--- config.mk ---
export PLATFORM = sky130hd
export DESIGN_NAME = refresh_scheduler
export DESIGN_NICKNAME = d
export VERILOG_FILES = /design/src/rtl/refresh_scheduler.sv
export SDC_FILE = /design/constraint.sdc
export NUM_CORES = 1
export LEC_CHECK = 0
export CORE_MARGIN = 4
export CORE_UTILIZATION = 64
export DETAILED_ROUTE_END_ITERATION = 10
export HOLD_SLACK_MARGIN = 0.05
export PLACE_DENSITY = 0.84
export RECOVER_POWER = 100
export SYNTH_ARGS = -nofsm -noshare
export SYNTH_HDL_FRONTEND = slang
export SYNTH_SLANG_ARGS = --single-unit
--- constraint.sdc ---
create_clock -name clk -period 7.47 [get_ports clk]
set_clock_uncertainty 0.2 [all_clocks]
set_input_delay 1.8675 -clock clk [delete_from_list [all_inputs] [get_ports clk]]
set_output_delay 1.8675 -clock clk [all_outputs]
set_load 0.05 [all_outputs]
--- src/rtl/refresh_scheduler.sv ---
// SDRAM refresh scheduler: power-up wait, init refresh burst, then periodic auto-refresh
// with postponement. Optional stats outputs are built when REFRESH_SCHEDULER_STATS_EN is defined.
module refresh_scheduler #(
  parameter int INIT_CYCLES    = 10000,
  parameter int INIT_REFRESHES = 8,
  parameter int REF_INTERVAL   = 780,
  parameter int MAX_PENDING    = 8
) (
  input  logic        clk,
  input  logic        n_rst,
  input  logic        idle,
  input  logic        ref_ack,
  output logic        refresh_com,
  output logic        init_done,
  output logic        urgent,
  output logic [3:0]  pending,
  output logic        overflow
`ifdef REFRESH_SCHEDULER_STATS_EN
  ,
  output logic [15:0] ref_total,
  output logic [3:0]  max_pending
`endif
);

  typedef enum logic [1:0] {POWERUP, INIT_REF, RUN} state_t;

  localparam logic [19:0] WAIT_LAST = 20'(INIT_CYCLES - 1);
  localparam logic [15:0] IV_LAST   = 16'(REF_INTERVAL - 1);
  localparam logic [3:0]  INIT_N    = 4'(INIT_REFRESHES);
  localparam logic [3:0]  MAX_P     = 4'(MAX_PENDING);
  localparam logic [3:0]  URG_TH    = 4'(MAX_PENDING - 1);

  state_t      state_q;
  logic [19:0] wait_q;
  logic [15:0] interval_q;
  logic [3:0]  pending_q, pending_d;
  logic [3:0]  init_q;
  logic        refresh_q, refresh_d;
  logic        urgent_q, urgent_d;
  logic        init_done_q;
  logic        overflow_q;
  logic        ack_v, tick, overflow_set;

  // NOTE: every always_comb output gets a default first so no latch can be inferred.
  always_comb begin
    ack_v        = ref_ack & refresh_q;
    tick         = (state_q == RUN) && (interval_q == '0);
    pending_d    = pending_q;
    overflow_set = 1'b0;
    if (tick && !ack_v) begin
      if (pending_q == MAX_P) overflow_set = 1'b1;
      else                    pending_d    = pending_q + 4'd1;
    end else if (!tick && ack_v && pending_q != '0) begin
      pending_d = pending_q - 4'd1;
    end
    urgent_d  = (pending_d >= URG_TH);
    // A raised request is held until acknowledged, even if the mcu stops being idle.
    refresh_d = (refresh_q & ~ack_v) | ((pending_d != '0) & (idle | urgent_d));
  end

  // NOTE: sequential state uses non-blocking assignments only, so every register
  // samples the pre-edge values of the others.
  always_ff @(posedge clk) begin
    if (n_rst) begin
      state_q     <= POWERUP;
      wait_q      <= '0;
      interval_q  <= IV_LAST;
      pending_q   <= '0;
      init_q      <= '0;
      refresh_q   <= 1'b0;
      urgent_q    <= 1'b0;
      init_done_q <= 1'b0;
      overflow_q  <= 1'b0;
    end else begin
      case (state_q)
        POWERUP: begin
          if (wait_q == WAIT_LAST) begin
            state_q   <= INIT_REF;
            refresh_q <= 1'b1;
          end else begin
            wait_q <= wait_q + 20'd1;
          end
        end
        INIT_REF: begin
          if (ack_v) begin
            init_q <= init_q + 4'd1;
            if (init_q + 4'd1 == INIT_N) begin
              state_q     <= RUN;
              refresh_q   <= 1'b0;
              init_done_q <= 1'b1;
            end
          end
        end
        RUN: begin
          interval_q <= tick ? IV_LAST : interval_q - 16'd1;
          pending_q  <= pending_d;
          urgent_q   <= urgent_d;
          refresh_q  <= refresh_d;
          if (overflow_set) overflow_q <= 1'b1;
        end
        default: state_q <= POWERUP;
      endcase
    end
  end

  assign refresh_com = refresh_q;
  assign init_done   = init_done_q;
  assign urgent      = urgent_q;
  assign pending     = pending_q;
  assign overflow    = overflow_q;

`ifdef REFRESH_SCHEDULER_STATS_EN
  logic [15:0] ref_total_q;
  logic [3:0]  max_pending_q;

  always_ff @(posedge clk) begin
    if (n_rst) begin
      ref_total_q   <= '0;
      max_pending_q <= '0;
    end else begin
      if (ack_v) ref_total_q <= ref_total_q + 16'd1;
      if (pending_q > max_pending_q) max_pending_q <= pending_q;
    end
  end

  assign ref_total   = ref_total_q;
  assign max_pending = max_pending_q;
`endif

endmodule

==> results of run 1 <==
-- Yosys cell counts (2+ instances only) --
library cell | instances | area [µm²]
a211oi_1 | 2 | 15.0
and3_1 | 4 | 25.0
nand3_1 | 13 | 65.1
nor2_1 | 43 | 161
xnor2_1 | 21 | 184
a211o_1 | 2 | 17.5
nand3b_1 | 2 | 15.0
ha_1 | 6 | 75.1
mux2i_1 | 3 | 30.0
or4b_2 | 3 | 30.0
or2_2 | 2 | 12.5
or3_1 | 10 | 62.6
nor3_1 | 10 | 50.1
o21ai_0 | 10 | 50.1
a21oi_1 | 19 | 95.1
or4_1 | 2 | 15.0
nand2_1 | 21 | 78.8
nand4_1 | 6 | 37.5
xor2_1 | 10 | 87.6
clkbuf_1 | 8 | 30.0
nor4_1 | 3 | 18.8
nor2b_1 | 5 | 31.3
nor3b_1 | 2 | 15.0
nand2b_1 | 4 | 25.0
dfxtp_1 | 50 | 1000
inv_1 | 12 | 45.0
-- final timing paths --
| path | slack (ps) | endpoint | depth (start not counted) |
|---|---|---|---|
| setup reg to reg | 4620 | refresh_com | 7 |
| setup / recovery | 3170 | interval_q[14] | 4 |
| hold / removal | 250 | init_done | 2 |
| hold reg to reg | 250 | init_done | 2 |
-- logic make-up (layout without fill, tap and decap cells) --
group,Yosys count,count (layout),share of synthesized area [%]
buf+inv,21,32,3.12
xor+xnor,31,31,10.8
mux,3,3,1.19
fa+ha+maj,6,6,2.97
compound gates,47,47,12.8
simple gates,138,138,29.5
flops,50,50,39.7
-- sequential cells by signal (all words and copies together) (netlist names) --
signal / flops
init_done: 1
init_q: 4
interval_q: 16
overflow: 1
pending: 4
refresh_com: 1
state_q: 2
urgent: 1
wait_q: 20
-- metrics by stage --
| stage | cell area [µm²] | setup WS, ps | power, mW | util (%) |
|---|---|---|---|---|
| 2_1_floorplan | 2520 | 3980 | 0.282 | - |
| 3_3_place_gp | 2670 | 3380 | 0.286 | 71.3 |
| 3_5_place_dp | 2670 | 3290 | 0.286 | 71.3 |
| 4_1_cts | 2770 | 3560 | 0.469 | 74.1 |
| 5_1_grt | 2770 | 2960 | 0.482 | 74.0 |
| 6_report | 2770 | 3170 | 0.464 | 74.0 |
-- worst min-delay path: stages (launching register included) --
cell and delay (ps):
dfxtp_1 320, inv_1 50, a21oi_1 50
-- cell type report --
class                      instances  share of cell area, %
inverter                          12                   1.63
sequential                        50                   36.1
clock buffer                       7                   2.76
tap                               48                   2.17
multi-input combinational        225                   52.1
timing repair buffer              12                   4.11
clock inverter                     1                   1.08
-- power groups by stage --
stage | sequential [mW] | combinational [mW] | clock, mW
after floorplan | 0.275 | 0.00715 | 0
after global placement | 0.275 | 0.0104 | 0
after detailed placement | 0.275 | 0.0105 | 0
after CTS | 0.269 | 0.0112 | 0.189
after global routing | 0.269 | 0.0118 | 0.201
final | 0.269 | 0.0106 | 0.185
-- per-layer routing --
layer	vias to the layer above	GRT usage (%)
li1	1054	-
met1	1001	27.8
met2	69	36.9
met3	12	5.54
met4	0	8.77
met5	-	0
==> qor.csv, run 1 <==
stage;metric;value;unit
synth;avgSynthCellArea;8.53;µm²
global_routing;gr-total-overflow;0;
cts;htreeDepth;2;
timing;period_needed;4300;ps
flow_run;max-cap-violations;1;
cts;insertion_delay;300;ps
setup_path;timing.rr.start;state_q[0];
synth;ys_ff_latch;50;
outcome;status;complete, but fails checks;
timing;relSlewSlack;-6.82;%
setup_path;crit_start;n_rst;
hold_path;hp-class;reg2reg;
setup_path;crit_family;buffers and inverters;
finish;layout_common_cells;dfxtp_1, nor2_1, nand2_1, xnor2_1, a21oi_1;
synth;yosys_warnings;0;
detailed_routing;num_vias;2136;
detailed_routing;wl_met3;291;µm
power_and_ir_drop;irDropWorstVdd;190;µV
setup_path;critPathBufInv;2;
setup_path;cp-start-kind;input port;
detailed_routing;ant_nets;0;
synth;synthFlopType;dfxtp_1;
setup_path;cp-end-kind;register;
cts;cts_tree;done;
power_and_ir_drop;swShare;19.9;%
cts;clock_sinks;50;
detailed_routing;wl_met2;2500;µm
detailed_routing;dr.pass1.iters;5;
timing;slew_violations;37;
finish;seq_area;0.00100;mm²
floorplan;pin_count;12;
global_routing;grt_max_degree;37;
floorplan;num_rows;22;
power_and_ir_drop;combPwrFrac;2.3;%
outcome;violations;max-capacitance violations, max-slew violations;
synth;ys_types;49;
synth;syn_inst;296;
finish;final_nets;316;
setup_path;crit_path_max_fanout;36;
global_routing;antenna_found_initial;0;
power_and_ir_drop;p_seq_share;58.0;%
timing;whs;248;ps
floorplan;core_area;0.00374;mm²
placement;placed_cells;347;
cts;clockRootBuffer;clkbuf_8;
timing;period_share;57.6;%
power_and_ir_drop;p_per_area;168;mW/mm²
synth;synth_area;0.00252;mm²
timing;fmax;233;MHz
finish;antenna_cells;0;
global_routing;grt_pass1_vias;2103;
setup_path;crit_slowest_cell;clkbuf_1;
placement;portBuffers;11;
detailed_routing;wl_per_cell;14.6;µm
synth;async_flop_share;0;%
finish;layout_commonest_cell;dfxtp_1;
detailed_routing;dr.first_iter.drc_count;193;
detailed_routing;wirelength;5200;µm
setup_path;worst_ep_required_time;7440;ps
timing;tns;0;ps
global_routing;grtUsageTotal;22.3;%
setup_path;critPathArrivalTime;4270;ps
setup_path;cp_cell_sequence;dlygate4sd3_1 -> clkbuf_1 -> or2_0 -> nor2_1;
finish;syn_to_final_growth;9.77;%
cts;postCtsResizedCells;0;
timing;tightest_slew;1600;ps
floorplan;start_util;67.4;%
power_and_ir_drop;p_sw;0.0925;mW
floorplan;dieWidth;70.8;µm
synth;synth_edf_count;0;
detailed_routing;via_per_inst;6.02;
power_and_ir_drop;p_clk_share;39.7;%
cts;cts_setup_buffers;0;
placement;hpwl;3610;µm
floorplan;dieArea;0.00501;mm²
timing;setup_viol;0;
setup_path;critPathMaxStageDelay;1160;ps
cts;cts_inserted_buffers;5;
timing;finalHoldViolCount;0;
placement;routabilityCongestion;0.968;
finish;multi_input_area;0.00144;mm²
setup_path;crit_type;in2reg;
cts;clk_path_buf_depth;2;
detailed_routing;top_layer_used;met4;
hold_path;hold_start;init_done;
floorplan;die_h;70.8;µm
power_and_ir_drop;p_leak;0.961;nW
cts;cts.clk_slew.worst_paths;90;ps
global_routing;grt_pass1_wl;9180;µm
synth;synth-seq-area-share;39.7;%
detailed_routing;wl_met1;2300;µm
synth;synth_nets;306;
finish;instances_no_fill;355;
timing;rsz0062_at_grt;no;
finish;drive_above_1_share;6.19;%
finish;nFillCells;295;
cts;hold_buffers;0;
detailed_routing;remaining_drc_errors;0;
power_and_ir_drop;p_int;0.372;mW
(Power assumes the default switching activity.)
==> run 2, diff against run 1 <==
- CORE_UTILIZATION: 64 -> 54
- PLACE_DENSITY: 0.84 -> 0.75
- clock period: 7.47 -> 3.8 ns (I/O delays scaled with it)
==> qor.csv, run 2 (synthesis gave the netlist of run 1 again) <==
stage;metric;value;unit;change
finish;syn_to_final_growth;10.1;%;
setup_path;cp-end-kind;register;;
cts;postCtsResizedCells;0;;unchanged
detailed_routing;wirelength;4850;µm;-6.6%
timing;period_needed;3040;ps;
placement;dp_slack;580;ps;-2710 ps
setup_path;r2r_cells;7;;unchanged
timing;relSlewSlack;55.8;%;+63 points
floorplan;dieWidth;76.4;µm;+7.9%
power_and_ir_drop;power;0.916;mW;+97%
finish;final_nets;316;;unchanged
global_routing;grt_max_degree;37;;unchanged
floorplan;core_area;0.00444;mm²;+19%
floorplan;num_rows;24;;+9.1%
placement;portBuffers;11;;unchanged
detailed_routing;dr.pass1.iters;4;;-1
global_routing;antenna_found_initial;0;;unchanged
finish;design_area;0.00278;mm²;+0.27%
floorplan;pin_count;12;;unchanged
timing;setup_viol;0;;unchanged
floorplan;start_util;56.8;%;-11 points
global_routing;grt_pass1_wl;8400;µm;-8.6%
detailed_routing;remaining_drc_errors;0;;unchanged
finish;multi_input_area;0.00144;mm²;-0.35%
detailed_routing;dr.first_iter.drc_count;147;;-24%
global_routing;met2_usage;27.1;%;-9.8 points
global_routing;met3_usage;4.49;%;-1.0 points
finish;largest_reg_flops;20;;unchanged
cts;clockRootBuffer;clkbuf_8;;
cts;cts_inserted_buffers;5;;unchanged
global_routing;busiest_layer;met2;;
power_and_ir_drop;p_leak;0.962;nW;about the same
finish;nFillCells;396;;+34%
detailed_routing;num_vias;2075;;-2.9%
cts;cts.clk_slew.worst_paths;90;ps;about the same
timing;layout_setup_ws;763;ps;-2410 ps
detailed_routing;via_per_inst;5.78;;-3.9%
hold_path;hp-class;reg2reg;;
setup_path;critPathArrivalTime;3050;ps;-1220 ps
global_routing;gr-total-overflow;0;;unchanged
finish;layout_common_cells;dfxtp_1, nor2_1, nand2_1, xnor2_1, a21oi_1;;
detailed_routing;wl_per_cell;13.5;µm;-7.6%
flow_run;max-cap-violations;0;;-1
timing;whs;253;ps;+5.48 ps
timing;slew_violations;0;;-100%
finish;reg.largest.list;wait_q x20, interval_q x16;;
cts;cts_tree;done;;
timing;rsz0062_at_grt;no;;
cts;clock_sinks;50;;unchanged
setup_path;crit_path_max_fanout;6;;-83%
placement;routabilityCongestion;0.854;;-12%
global_routing;grtUsageTotal;17.2;%;-5.1 points
global_routing;grtUsageMet1;22.4;%;-5.4 points
timing;finalHoldViolCount;0;;unchanged
cts;htreeDepth;2;;unchanged
timing;period_share;79.9;%;
outcome;status;completed;;
floorplan;dieArea;0.00583;mm²;+16%
power_and_ir_drop;p_per_area;330;mW/mm²;+97%
power_and_ir_drop;irDropWorstVdd;168;µV;-12%
global_routing;grt_pass1_vias;1893;;-10%
hold_path;holdPathStages;2;;unchanged
cts;cts_setup_buffers;0;;unchanged
finish;largest_register;wait_q;;
setup_path;cp-start-kind;input port;;
floorplan;die_h;76.4;µm;+7.9%
setup_path;worst_ep_required_time;3820;ps;-3620 ps
timing;tightest_slew;656;ps;-946 ps
placement;postPlaceCellArea;0.00267;mm²;+0.19%
cts;clk_path_buf_depth;2;;unchanged
setup_path;rrSetupSlack;1070;ps;-3550 ps
detailed_routing;ant_nets;0;;unchanged
hold_path;hold_end;init_done;;
finish;seq_area;0.00100;mm²;unchanged
cts;insertion_delay;300;ps;about the same
timing;tns;0;ps;unchanged
setup_path;reg2reg_to;refresh_com;;
finish;antenna_cells;0;;unchanged
hold_path;hold_start;init_done;;
placement;hpwl;3480;µm;-3.5%
timing;fmax;329;MHz;
cts;hold_buffers;0;;unchanged
finish;layout_commonest_cell;dfxtp_1;;
setup_path;crit_type;in2reg;;
setup_path;timing.rr.start;state_q[0];;
finish;drive_above_1_share;6.51;%;+0.33 points
## run 2: critical path, cell delays in order
cell           delay (ps)
dlygate4sd3_1         560
and2_0                260
nor3_1                220
a21oi_1               110
o31ai_1               390
o31a_2                240
nand2_1                70
a311oi_1              260
## run 2: routing by layer
layer,vias to the layer above,routed length [µm]
met5,-,0
met4,0,82
met3,10,222
met2,48,2150
met1,961,2400
li1,1056,-
## run 2: worst max-delay path by stage
stage	cells after the start	to	slack (ps)	start
after CTS	8	refresh_com	870	ref_ack
after global placement	8	refresh_com	630	ref_ack
after detailed placement	8	refresh_com	580	ref_ack
final	8	urgent	760	ref_ack
after global routing	8	refresh_com	560	ref_ack
after floorplan	9	refresh_com	1080	pending[1]
## run 2: metrics by stage
step | std cells | utilization (%)
6_report | 359 | 62.5
3_3_place_gp | 351 | 60.1
3_5_place_dp | 351 | 60.1
4_1_cts | 359 | 62.6
5_1_grt | 359 | 62.5
2_1_floorplan | 296 | -
## run 2: power breakdown
part	total, mW	internal [mW]	switching, mW
Combinational	0.0205	0.00779	0.0127
Sequential	0.529	0.526	0.00233
Clock	0.367	0.196	0.171
## run 2: area by class of cell
cell class / count / area share (%)
flip-flops and latches: 50 / 36.0
inverters: 12 / 1.62
clock inverters: 2 / 1.35
well taps: 52 / 2.34
repair buffers: 12 / 4.23
clock buffers: 6 / 2.61
multi-input cells: 225 / 51.8
